**src/rtl/frame_tx_pkg.sv**
```systemverilog
// frame_tx_pkg: state encoding, gap counter width and frame field widths
// shared by the frame transmitter and the frame collector.
// Pure declarations; no logic, no latency, no flow control.
package frame_tx_pkg;

  localparam int GAP_CNT_W = 4;
  localparam int FRAME_W   = 5;

  typedef enum logic [2:0] {
    IDLE    = 3'd0,
    START   = 3'd1,
    PH_DATA = 3'd2,
    PH_B0   = 3'd3,
    PH_B1   = 3'd4,
    FIN     = 3'd5,
    WAIT    = 3'd6
  } state_t;

  // Strobe state that follows a given strobe state; IDLE after FIN means "frame complete".
  function automatic state_t next_phase(input state_t s);
    case (s)
      START:   return PH_DATA;
      PH_DATA: return PH_B0;
      PH_B0:   return PH_B1;
      PH_B1:   return FIN;
      default: return IDLE;
    endcase
  endfunction

endpackage

```
**src/rtl/frame_tx_gap_counter.sv**
```systemverilog
// gap_counter: loadable down-counter with a zero flag, saturating at 0.
// Latency: load/decrement visible one cycle later; zero is combinational on the count.
// Backpressure: none; dec is ignored once the count has reached 0.
module gap_counter
  import frame_tx_pkg::*;
#(
  parameter int CW = GAP_CNT_W
) (
  input  logic          clk,
  input  logic          reset,
  input  logic          load,
  input  logic [CW-1:0] load_val,
  input  logic          dec,
  output logic          zero
);

  localparam logic [CW-1:0] ONE = CW'(1);

  logic [CW-1:0] count;

  // Load has priority over decrement; the count never wraps below zero.
  always_ff @(posedge clk or negedge reset) begin
    if (!reset) begin
      count <= '0;
    end else if (load) begin
      count <= load_val;
    end else if (dec && (count != '0)) begin
      count <= count - ONE;
    end
  end

  assign zero = (count == '0);

endmodule

```
**src/rtl/frame_tx.sv**
```systemverilog
// frame_tx: latches one parallel frame and replays it as start / 3x valid / finish strobes.
// Latency: iniciarr one cycle after the accept edge; frame = 5 strobes + 5*GAP idle cycles, then hecho.
// Backpressure: no queueing; enviar is ignored while ocupado and during the hecho cycle.
module frame_tx
  import frame_tx_pkg::*;
#(
  parameter int GAP = 2,
  parameter int W   = FRAME_W
) (
  input  logic         clk,
  input  logic         reset,
  input  logic         enviar,
  input  logic [W-1:0] dato,
  input  logic         b0,
  input  logic         b1,
  output logic         ocupado,
  output logic         hecho,
  output logic         iniciarr,
  output logic         validoo,
  output logic         terminarr,
  output logic [W-1:0] dd,
  output logic         d,
  output logic         d1
);

  // The counter holds "remaining wait cycles minus one", so WAIT exits when it reads zero.
  localparam logic [GAP_CNT_W-1:0] GAP_LD = GAP_CNT_W'((GAP > 0) ? GAP - 1 : 0);

  state_t       state, state_nxt;
  state_t       ret, ret_nxt;
  logic [W-1:0] hold_dat;
  logic         hold_b0, hold_b1;
  logic         accept, done;
  logic         cnt_load, cnt_dec, cnt_zero;

  gap_counter #(.CW(GAP_CNT_W)) u_gap (
    .clk      (clk),
    .reset    (reset),
    .load     (cnt_load),
    .load_val (GAP_LD),
    .dec      (cnt_dec),
    .zero     (cnt_zero)
  );

  // Next-state: each strobe state either chains directly (GAP=0) or parks in WAIT with a return target.
  always_comb begin
    state_nxt = state;
    ret_nxt   = ret;
    accept    = 1'b0;
    done      = 1'b0;
    cnt_load  = 1'b0;
    cnt_dec   = 1'b0;
    case (state)
      IDLE: begin
        // hecho is high in the first IDLE cycle; a new request waits one more cycle.
        if (enviar && !hecho) begin
          accept    = 1'b1;
          state_nxt = START;
        end
      end
      START, PH_DATA, PH_B0, PH_B1, FIN: begin
        if (GAP == 0) begin
          state_nxt = next_phase(state);
          done      = (state == FIN);
        end else begin
          state_nxt = WAIT;
          ret_nxt   = next_phase(state);
          cnt_load  = 1'b1;
        end
      end
      WAIT: begin
        cnt_dec = 1'b1;
        if (cnt_zero) begin
          state_nxt = ret;
          done      = (ret == IDLE);
        end
      end
      default: state_nxt = IDLE;
    endcase
  end

  // State, holding registers and registered outputs decoded from the state being entered.
  always_ff @(posedge clk or negedge reset) begin
    if (!reset) begin
      state     <= IDLE;
      ret       <= IDLE;
      hold_dat  <= '0;
      hold_b0   <= 1'b0;
      hold_b1   <= 1'b0;
      ocupado   <= 1'b0;
      hecho     <= 1'b0;
      iniciarr  <= 1'b0;
      validoo   <= 1'b0;
      terminarr <= 1'b0;
      dd        <= '0;
      d         <= 1'b0;
      d1        <= 1'b0;
    end else begin
      state     <= state_nxt;
      ret       <= ret_nxt;
      if (accept) begin
        hold_dat <= dato;
        hold_b0  <= b0;
        hold_b1  <= b1;
      end
      ocupado   <= (state_nxt != IDLE);
      hecho     <= done;
      iniciarr  <= (state_nxt == START);
      validoo   <= (state_nxt == PH_DATA) || (state_nxt == PH_B0) || (state_nxt == PH_B1);
      terminarr <= (state_nxt == FIN);
      // Buses hold from their phase until completion so the collector may sample late.
      if (done) begin
        dd <= '0;
        d  <= 1'b0;
        d1 <= 1'b0;
      end else begin
        if (state_nxt == PH_DATA) dd <= hold_dat;
        if (state_nxt == PH_B0)   d  <= hold_b0;
        if (state_nxt == PH_B1)   d1 <= hold_b1;
      end
    end
  end

endmodule

```
**config.mk**
```make
export PLATFORM = sky130hd
export DESIGN_NAME = frame_tx
export DESIGN_NICKNAME = d
export VERILOG_FILES = /design/src/rtl/frame_tx_pkg.sv /design/src/rtl/frame_tx_gap_counter.sv /design/src/rtl/frame_tx.sv
export SDC_FILE = /design/constraint.sdc
export NUM_CORES = 1
export LEC_CHECK = 0
export CAP_MARGIN = 25
export CORE_MARGIN = 2
export CORE_UTILIZATION = 43
export CTS_CLUSTER_DIAMETER = 80
export CTS_CLUSTER_SIZE = 8
export DETAILED_ROUTE_END_ITERATION = 6
export GPL_TIMING_DRIVEN = 0
export PLACE_DENSITY = 0.66
export SYNTH_ARGS = -nofsm -noshare
export SYNTH_HDL_FRONTEND = slang
export SYNTH_SLANG_ARGS = --single-unit
```
**constraint.sdc**
```tcl
create_clock -name clk -period 2.5 [get_ports clk]
set_clock_uncertainty 0.15 [all_clocks]
set_input_delay 0.5 -clock clk [delete_from_list [all_inputs] [get_ports clk]]
set_output_delay 0.5 -clock clk [all_outputs]
set_load 0.005 [all_outputs]
```
==> run metrics, run 1 <==
sw frac 37.7%; CP arrival 2230 ps; pin count of the biggest net entering global routing 21; number of port buffers 21; Tightest Pin Transition 553 ps; RSZ-0062 raised after global routing no; ys flop type dfrtp_1; kind of critical path register to register; Max Slew Vio Count 0; WL final 2.75 mm; CTS tree built; Pleak 0.769 nW; Int Power 1.19 mW; I/O pins 22; cells along the critical path inv_1, ha_1, nor3b_2, nand3_1, and2_4, a311o_1; min Tclk post-route 2150 ps; Worst-path clk slew 90 ps; row count 20; area of the multi-input gates 588 sq um; crit path max fanout 7; Longest Clk Path Bufs 2; detailed placement HPWL 1.98 mm; reg2reg setup slack 350 ps; starting density of the core 45.2%; Fmax achieved 464 MHz; clock sinks 29; crit start category register; vias in the first global route 963; PD cells 1120 nW/um^2; Remaining Overflow, GRT 0; Seq/Total Area, Yosys 53.1%; drc violations 0; Worst path max stage delay 440 ps; clk_lat worst skew 320 ps; die height 60.4 um; FF-to-FF End d; fin nets 176; first-pass GRT wire length 4.56 mm; Distinct cells, synth 37; CTS H-tree depth 2; CTS root buffer clkbuf_4; asr flop ratio synth 100%; Setup violations, final 0; Core Region 3030 sq um; hold buffers post-CTS 0; Hold Vio Cnt, Final 0; Reg power frac 42.1%; max cap viols 0; Mapped Nets 147; Hold Crit Class register to register; R2R depth 6; Post-CTS Resized 0; initial antenna violation count 0; worst vdd ir 0.475 mV; DRT Pass-1 Iters 4; WP data required 2570 ps; layout cells sized above 1 11.5%; Die ar. 3650 sq um; Slew headroom 63.0%; crit share post-route 86.1%; CP max stage cell nor3b_2; EDFF count, synth 0; most common cell after layout, fill and taps aside dfrtp_1; DIE WIDTH 60.4 um; number of cells produced by synthesis 136; Iter 0 DRT Violations 24; r2r startpoint u_gap.count[0]; Fin Hold WS 332 ps; Critical Path Sink d; Sequential Area 726 sq um; Post CTS Setup Buffer Count 0; Setup TNS 0 ps; total power 1.92 mW; Area Overhead vs Synth 25.4%; most frequent cells in the layout 29 x dfrtp_1, 26 x nand2_1, 21 x clkdlybuf4s50_1, 18 x nor2_1, 6 x inv_1; combinational power share 43.0%; status completed; GPL Wtd Cong 0.766; switching pwr 0.722 mW; Vias/cell 5.14; total track usage 17.6%; DR WL/cell 13.1 um; syn avg cell area 10.1 sq um; Synth Cell Area 1370 sq um; CTS Buf Count 5; CP Launch Point u_gap.count[0]; Ys Warns 0; Antenna Violating Nets Remaining 0; number of fill cells 294; register bit total from synthesis 29; n_diodes 0; via count of the routed design 1075; crit end category register; Clk pwr share 14.9%
power by group through the flow:
| stage | Combinational (mW) | Clock (mW) | Sequential (mW) |
|---|---|---|---|
| 2_1_floorplan | 0.565 | 0 | 0.785 |
| 3_3_place_gp | 0.790 | 0 | 0.804 |
| 3_5_place_dp | 0.827 | 0 | 0.814 |
| 4_1_cts | 0.832 | 0.289 | 0.807 |
| 5_1_grt | 0.917 | 0.317 | 0.833 |
| 6_report | 0.824 | 0.285 | 0.807 |
Yosys cell counts, types with 3 or more instances:
master,n,area (sq um)
a22o_1,5,43.8
a21oi_1,5,25.0
dfrtp_1,29,726
nand2_1,26,97.6
o21ai_0,4,20.0
inv_1,6,22.5
nand3_1,3,15.0
nor2_1,18,67.6
nor3_1,5,25.0
registers in the layout, indices dropped and copies added, names as in the netlist:
register     count
state            3
validoo          1
ocupado          1
d                1
terminarr        1
dd               5
u_gap.count      4
hold_dat         5
iniciarr         1
hecho            1
d1               1
ret              3
hold_b0          1
hold_b1          1
per-layer routing:
layer  vias up  wire length (um)  GRT usage (%)  part of all wire, %
met2        31              1250           24.7                   45
met4         0                38           6.67                  1.4
li1        531                 -              -                    -
met3         6               154           6.40                  5.6
met1       507              1310           25.1                   48
met5         -                 0              0                    0
through the flow:
step / area, sq um / setup WS (ps) / util (%) / std cells
2_1_floorplan: 1370 / 621 / - / 136
3_3_place_gp: 1630 / 335 / 53.9 / 201
3_5_place_dp: 1660 / 370 / 54.8 / 202
4_1_cts: 1720 / 346 / 56.7 / 209
5_1_grt: 1720 / 238 / 56.7 / 209
6_report: 1720 / 346 / 56.7 / 209
final cells by class:
class / count / share of cell area, %
plain buffers: 5 / 1.82
clock buffers: 7 / 3.21
inverters: 6 / 1.31
multi-input cells: 96 / 34.3
flip-flops and latches: 29 / 42.3
well taps: 44 / 3.21
repair buffers: 22 / 13.9
critical path: cells and delay by family, from the launching register on:
kind	cells	cell delay, ps
buf+inv	1	100
flops	1	410
simple gates	3	840
compound gates	1	340
fa+ha+maj	1	220
cell families (layout without fill, tap and decap cells):
family | Yosys count | count (layout) | share of synthesized area (%)
multiplexers | 2 | 2 | 1.46
flip-flops | 29 | 29 | 53.1
AO/OA/AOI/OAI | 24 | 24 | 12.4
adder cells (fa/ha/maj) | 1 | 1 | 0.915
buffers and inverters | 11 | 40 | 3.93
AND/OR/NAND/NOR | 69 | 69 | 28.3
worst min-delay path by stage:
stage | startpoint | endpoint | slack (ps) | depth (start not counted)
after floorplan | reset | d | 50 | 0
after global placement | hold_dat[0] | hold_dat[0] | 310 | 2
after detailed placement | hold_dat[0] | hold_dat[0] | 310 | 2
after CTS | hold_dat[4] | hold_dat[4] | 330 | 2
after global routing | hold_dat[4] | hold_dat[4] | 360 | 2
final | hold_dat[3] | hold_dat[3] | 330 | 2
(Power assumes the default switching activity.)
==> run 2: changes to the inputs <==
--- a/config.mk
+++ b/config.mk
@@ -6,6 +6,7 @@
 export NUM_CORES = 1
 export LEC_CHECK = 0
 export CAP_MARGIN = 25
+export CORE_ASPECT_RATIO = 0.75
 export CORE_MARGIN = 2
 export CORE_UTILIZATION = 43
 export CTS_CLUSTER_DIAMETER = 80
==> run 2 against run 1 <==
- cell count is 2.9% lower
- combinational power is 0.6% higher
- design area is 1.4% higher
- count of clock-buffer cells in the layout stayed put
- first-iteration DRC count is 110% higher
- power is 4.8% higher
- critical path depth stayed put
- core utilization is 1.8 points higher
- die area is 0.13% higher
- sequential share of layout area is 0.58 points lower
- routed wire length is 5.6% higher
- critical endpoint unchanged
- largest cell class unchanged
- largest power group unchanged
- highest routed layer unchanged
==> run metrics, run 2 (same netlist as run 1, synthesis figures left out) <==
I/O pins 22 (unchanged); CTS Buf Count 5 (unchanged); kind of critical path register to register (unchanged); crit end category register (unchanged); Hold Crit Class register to register (unchanged); clock sinks 29 (unchanged); fin nets 176 (unchanged); GPL Wtd Cong 0.789 (was 0.766); most frequent cells in the layout 29 x dfrtp_1, 26 x nand2_1, 21 x clkdlybuf4s50_1, 18 x nor2_1 (was 29 x dfrtp_1, 26 x nand2_1, 21 x clkdlybuf4s50_1, 18 x nor2_1, 6 x inv_1); DRT Pass-1 Iters 4 (unchanged); worst vdd ir 0.527 mV (was 0.475 mV); Placed Area 1650 sq um (was 1660 sq um); Pleak 0.782 nW (was 0.769 nW); min Tclk post-route 2210 ps (was 2150 ps); WP data required 2510 ps (was 2570 ps); Hold Vio Cnt, Final 0 (unchanged); Area Overhead vs Synth 27.2% (was 25.4%); CTS H-tree depth 2 (unchanged); total track usage 18.5% (was 17.6%); layout cells sized above 1 11.5% (unchanged); clk_lat worst skew 270 ps (was 320 ps); R2R depth 6 (unchanged); CP arrival 2220 ps (was 2230 ps); Slew headroom 51.4% (was 63.0%); Worst-path clk slew 60 ps (was 90 ps); starting density of the core 45.9% (was 45.2%); DIE WIDTH 69.1 um (was 60.4 um); drc violations 0 (unchanged); row count 17 (was 20); status completed (unchanged); Fmax achieved 452 MHz (was 464 MHz); top flop regs dd: 5 flops, hold_dat: 5 flops, u_gap.count: 4 flops (unchanged); crit share post-route 88.4% (was 86.1%); Vias/cell 5.36 (was 5.14); WHS Path Cells 2 (unchanged); Antenna Violating Nets Remaining 0 (unchanged); most common cell after layout, fill and taps aside dfrtp_1 (unchanged); Max Slew Vio Count 0 (unchanged); number of port buffers 21 (unchanged); Tightest Pin Transition 727 ps (was 553 ps); first-pass GRT wire length 5.00 mm (was 4.56 mm); area of the multi-input gates 588 sq um (unchanged); Core Region 2980 sq um (was 3030 sq um); crit start category register (unchanged); Longest Clk Path Bufs 2 (unchanged); Setup TNS 0 ps (unchanged); hold buffers post-CTS 0 (unchanged); n_diodes 0 (unchanged); max cap viols 0 (unchanged); crit path max fanout 7 (unchanged); vias in the first global route 1051 (was 963); Final Instance Area 1740 sq um (was 1720 sq um); CTS root buffer clkbuf_8 (was clkbuf_4); WL final 2.90 mm (was 2.75 mm); Post-CTS Resized 0 (unchanged); Remaining Overflow, GRT 0 (unchanged); Setup violations, final 0 (unchanged); Iter 0 DRT Violations 50 (was 24); detailed placement HPWL 2.10 mm (was 1.98 mm); pin count of the biggest net entering global routing 17 (was 21); CTS tree built (unchanged); DR WL/cell 14.3 um (was 13.1 um); PD cells 1150 nW/um^2 (was 1120 nW/um^2); die height 52.8 um (was 60.4 um); Sequential Area 726 sq um (unchanged); Die ar. 3650 sq um (about the same); Post CTS Setup Buffer Count 0 (unchanged); total power 2.01 mW (was 1.92 mW); initial antenna violation count 0 (unchanged); number of fill cells 272 (was 294); RSZ-0062 raised after global routing no (unchanged); via count of the routed design 1088 (was 1075)
[run 2: cell types whose count changed in the layout (fill, tap and decap cells not counted)]
cell | previous run | this run
clkbuf_4 | 5 | 0
clkbuf_8 | 1 | 6
[run 2: layout make-up]
cell class	instances	share of cell area, %
multi-input cells	96	33.8
repair buffers	22	13.7
clock buffers	7	4.96
well taps	38	2.73
flip-flops and latches	29	41.7
inverters	6	1.29
plain buffers	5	1.80
[run 2: stage by stage]
stage / hold slack (ps) / cells / util, % / setup slack [ps]
2_1_floorplan: 54.4 / 136 / - / 621
3_3_place_gp: 309 / 195 / 54.6 / 316
3_5_place_dp: 313 / 196 / 55.5 / 314
4_1_cts: 328 / 203 / 58.4 / 301
5_1_grt: 346 / 203 / 58.4 / 154
6_report: 321 / 203 / 58.4 / 289
[run 2: power breakdown]
part	switching [mW]	internal, mW
Clock	0.156	0.217
Sequential	0.154	0.653
Combinational	0.419	0.410
[run 2: layer usage]
| metal | share of wire, % | global-route usage (%) |
|---|---|---|
| met1 | 51 | 24.6 |
| met2 | 43 | 27.9 |
| met3 | 3.9 | 4.81 |
| met4 | 2.0 | 10.1 |
| met5 | 0 | 0 |
[run 2: worst paths after layout]
| check | start | endpoint | slack [ps] |
|---|---|---|---|
| min reg2reg | hold_dat[1] | hold_dat[1] | 320 |
| max reg2reg | u_gap.count[0] | d | 290 |
| min | hold_dat[1] | hold_dat[1] | 320 |
| min in group asynchronous | reset | dd[1] | 510 |
| max in group asynchronous | reset | state[2] | 1160 |
| max | u_gap.count[0] | d | 290 |
[run 2: critical path, cell delays in order (launching register included)]
cell     delay, ps
dfrtp_1        400
inv_1          100
ha_1           230
nor3b_2        450
nand3_1        200
and2_4         230
a311o_1        340
==> run 3: changes to the inputs <==
--- a/config.mk
+++ b/config.mk
@@ -14,6 +14,8 @@
 export DETAILED_ROUTE_END_ITERATION = 6
 export GPL_TIMING_DRIVEN = 0
 export PLACE_DENSITY = 0.66
+export RECOVER_POWER = 50
 export SYNTH_ARGS = -nofsm -noshare
 export SYNTH_HDL_FRONTEND = slang
 export SYNTH_SLANG_ARGS = --single-unit
+export TNS_END_PERCENT = 50
==> run 3 against run 2 <==
- design area decreased by 1.4%
- first-iteration DRC count stayed put
- sequential power about the same
- routed wire length fell by 0.31%
- sequential cell count unchanged
- critical path type unchanged
- critical endpoint unchanged
==> run metrics, run 3 (same netlist as run 1, synthesis figures left out) <==
status completed (unchanged); combinational power share 41.1% (was 41.3%); WHS Path Cells 2 (unchanged); Fin Hold WS 323 ps (was 321 ps); Core Region 2980 sq um (unchanged); WP data required 2510 ps (about the same); Fmax achieved 452 MHz (about the same); Routed met2 length 1.26 mm (about the same); WHS Endpoint hold_dat[4] (was hold_dat[1]); min Tclk post-route 2210 ps (about the same); Top Layer Used met4 (unchanged); hold buffers post-CTS 0 (unchanged); Setup TNS 0 ps (unchanged); Sequential Area 726 sq um (unchanged); number of port buffers 21 (unchanged); final core utilization 57.6% (was 58.4%); Clk pwr share 18.6% (about the same); most frequent cells in the layout 29 x dfrtp_1, 26 x nand2_1, 20 x clkdlybuf4s50_1, 18 x nor2_1 (was 29 x dfrtp_1, 26 x nand2_1, 21 x clkdlybuf4s50_1, 18 x nor2_1); first-pass GRT wire length 5.00 mm (unchanged); Post-CTS Resized 0 (unchanged); kind of critical path register to register (unchanged); crit start category register (unchanged); layout cells sized above 1 10.3% (was 11.5%); Antenna Violating Nets Remaining 0 (unchanged); clock sinks 29 (unchanged); WL met3 118 um (was 114 um); wl on met1 1.45 mm (was 1.47 mm); vias in the first global route 1051 (unchanged); switching pwr 0.727 mW (was 0.728 mW); number of fill cells 277 (was 272); via count of the routed design 1088 (unchanged); worst vdd ir 0.527 mV (about the same); fin nets 176 (unchanged); Tightest Pin Transition 881 ps (was 727 ps); sw frac 36.3% (was 36.2%); max cap viols 0 (unchanged); Hold Crit Class register to register (unchanged); Pleak 0.766 nW (was 0.782 nW); Vias/cell 5.36 (unchanged); WL final 2.89 mm (was 2.90 mm); die height 52.8 um (unchanged); drc violations 0 (unchanged); DRT Pass-1 Iters 4 (unchanged); CTS H-tree depth 2 (unchanged); Int Power 1.28 mW (about the same); PD cells 1170 nW/um^2 (was 1150 nW/um^2); crit path max fanout 7 (unchanged); Hold Vio Cnt, Final 0 (unchanged); I/O pins 22 (unchanged); Max Slew Vio Count 0 (unchanged); CTS Buf Count 5 (unchanged); CP arrival 2220 ps (about the same); reg2reg setup slack 290 ps (about the same); most common cell after layout, fill and taps aside dfrtp_1 (unchanged); CTS tree built (unchanged); n_diodes 0 (unchanged); FF-to-FF End d (unchanged); Slew headroom 41.3% (was 51.4%); top flop regs dd: 5 flops, hold_dat: 5 flops, u_gap.count: 4 flops (unchanged); R2R depth 6 (unchanged); GPL Wtd Cong 0.789 (unchanged); Remaining Overflow, GRT 0 (unchanged); starting density of the core 45.9% (unchanged); detailed placement HPWL 2.10 mm (unchanged); Post CTS Setup Buffer Count 0 (unchanged); Area Overhead vs Synth 25.3% (was 27.2%); Reg power frac 40.3% (was 40.2%); CTS root buffer clkbuf_8 (unchanged); RSZ-0062 raised after global routing no (unchanged); area of the multi-input gates 588 sq um (unchanged); DIE WIDTH 69.1 um (unchanged); Longest Clk Path Bufs 2 (unchanged); Iter 0 DRT Violations 50 (unchanged); Worst Min Path Start hold_dat[4] (was hold_dat[1]); clk_lat worst skew 270 ps (about the same); row count 17 (unchanged); total track usage 18.5% (unchanged); r2r startpoint u_gap.count[0] (unchanged); pin count of the biggest net entering global routing 17 (unchanged); crit share post-route 88.4% (about the same); Worst-path clk slew 60 ps (about the same); crit end category register (unchanged); initial antenna violation count 0 (unchanged); Setup violations, final 0 (unchanged); DR WL/cell 14.2 um (was 14.3 um); Die ar. 3650 sq um (unchanged)
## run 3: worst max-delay path by stage
stage,start,end,cells past startpoint
CTS,u_gap.count[0],d,6
detailed placement,u_gap.count[0],d,6
floorplan,u_gap.count[0],d,6
global route,u_gap.count[0],d,6
global placement,reset,state[1],1
finish,u_gap.count[0],d,6
## run 3: per-layer routing
layer	global-route usage [%]	up-vias
met1	24.6	538
met4	10.1	0
met5	0	-
met3	4.81	7
li1	-	525
met2	27.9	18
## run 3: critical path, stage by stage (launching register included)
cell and delay (ps):
dfrtp_1 400, inv_1 100, ha_1 230, nor3b_2 450, nand3_1 200, and2_4 230, a311o_1 340
## run 3: area by class of cell
cell class	count	share of cell area, %
Tap cell	38	2.77
Sequential cell	29	42.3
Timing Repair Buffer	22	12.5
Inverter	6	1.31
Buffer	5	1.75
Clock buffer	7	5.04
Multi-Input combinational cell	96	34.3
## run 3: power groups by stage
stage          logic, mW  registers (mW)  clock network, mW
2_1_floorplan      0.565           0.785                  0
3_3_place_gp       0.794           0.800                  0
3_5_place_dp       0.834           0.811                  0
4_1_cts            0.838           0.804              0.385
5_1_grt            0.937           0.834              0.409
6_report           0.823           0.807              0.373
## run 3: stage by stage
stage / setup slack, ps / power (mW) / area, sq um / instances
floorplan: 621 / 1.35 / 1370 / 136
global placement: 316 / 1.59 / 1630 / 195
detailed placement: 314 / 1.64 / 1650 / 196
CTS: 301 / 2.03 / 1740 / 203
global route: 154 / 2.18 / 1710 / 203
finish: 289 / 2.00 / 1710 / 203
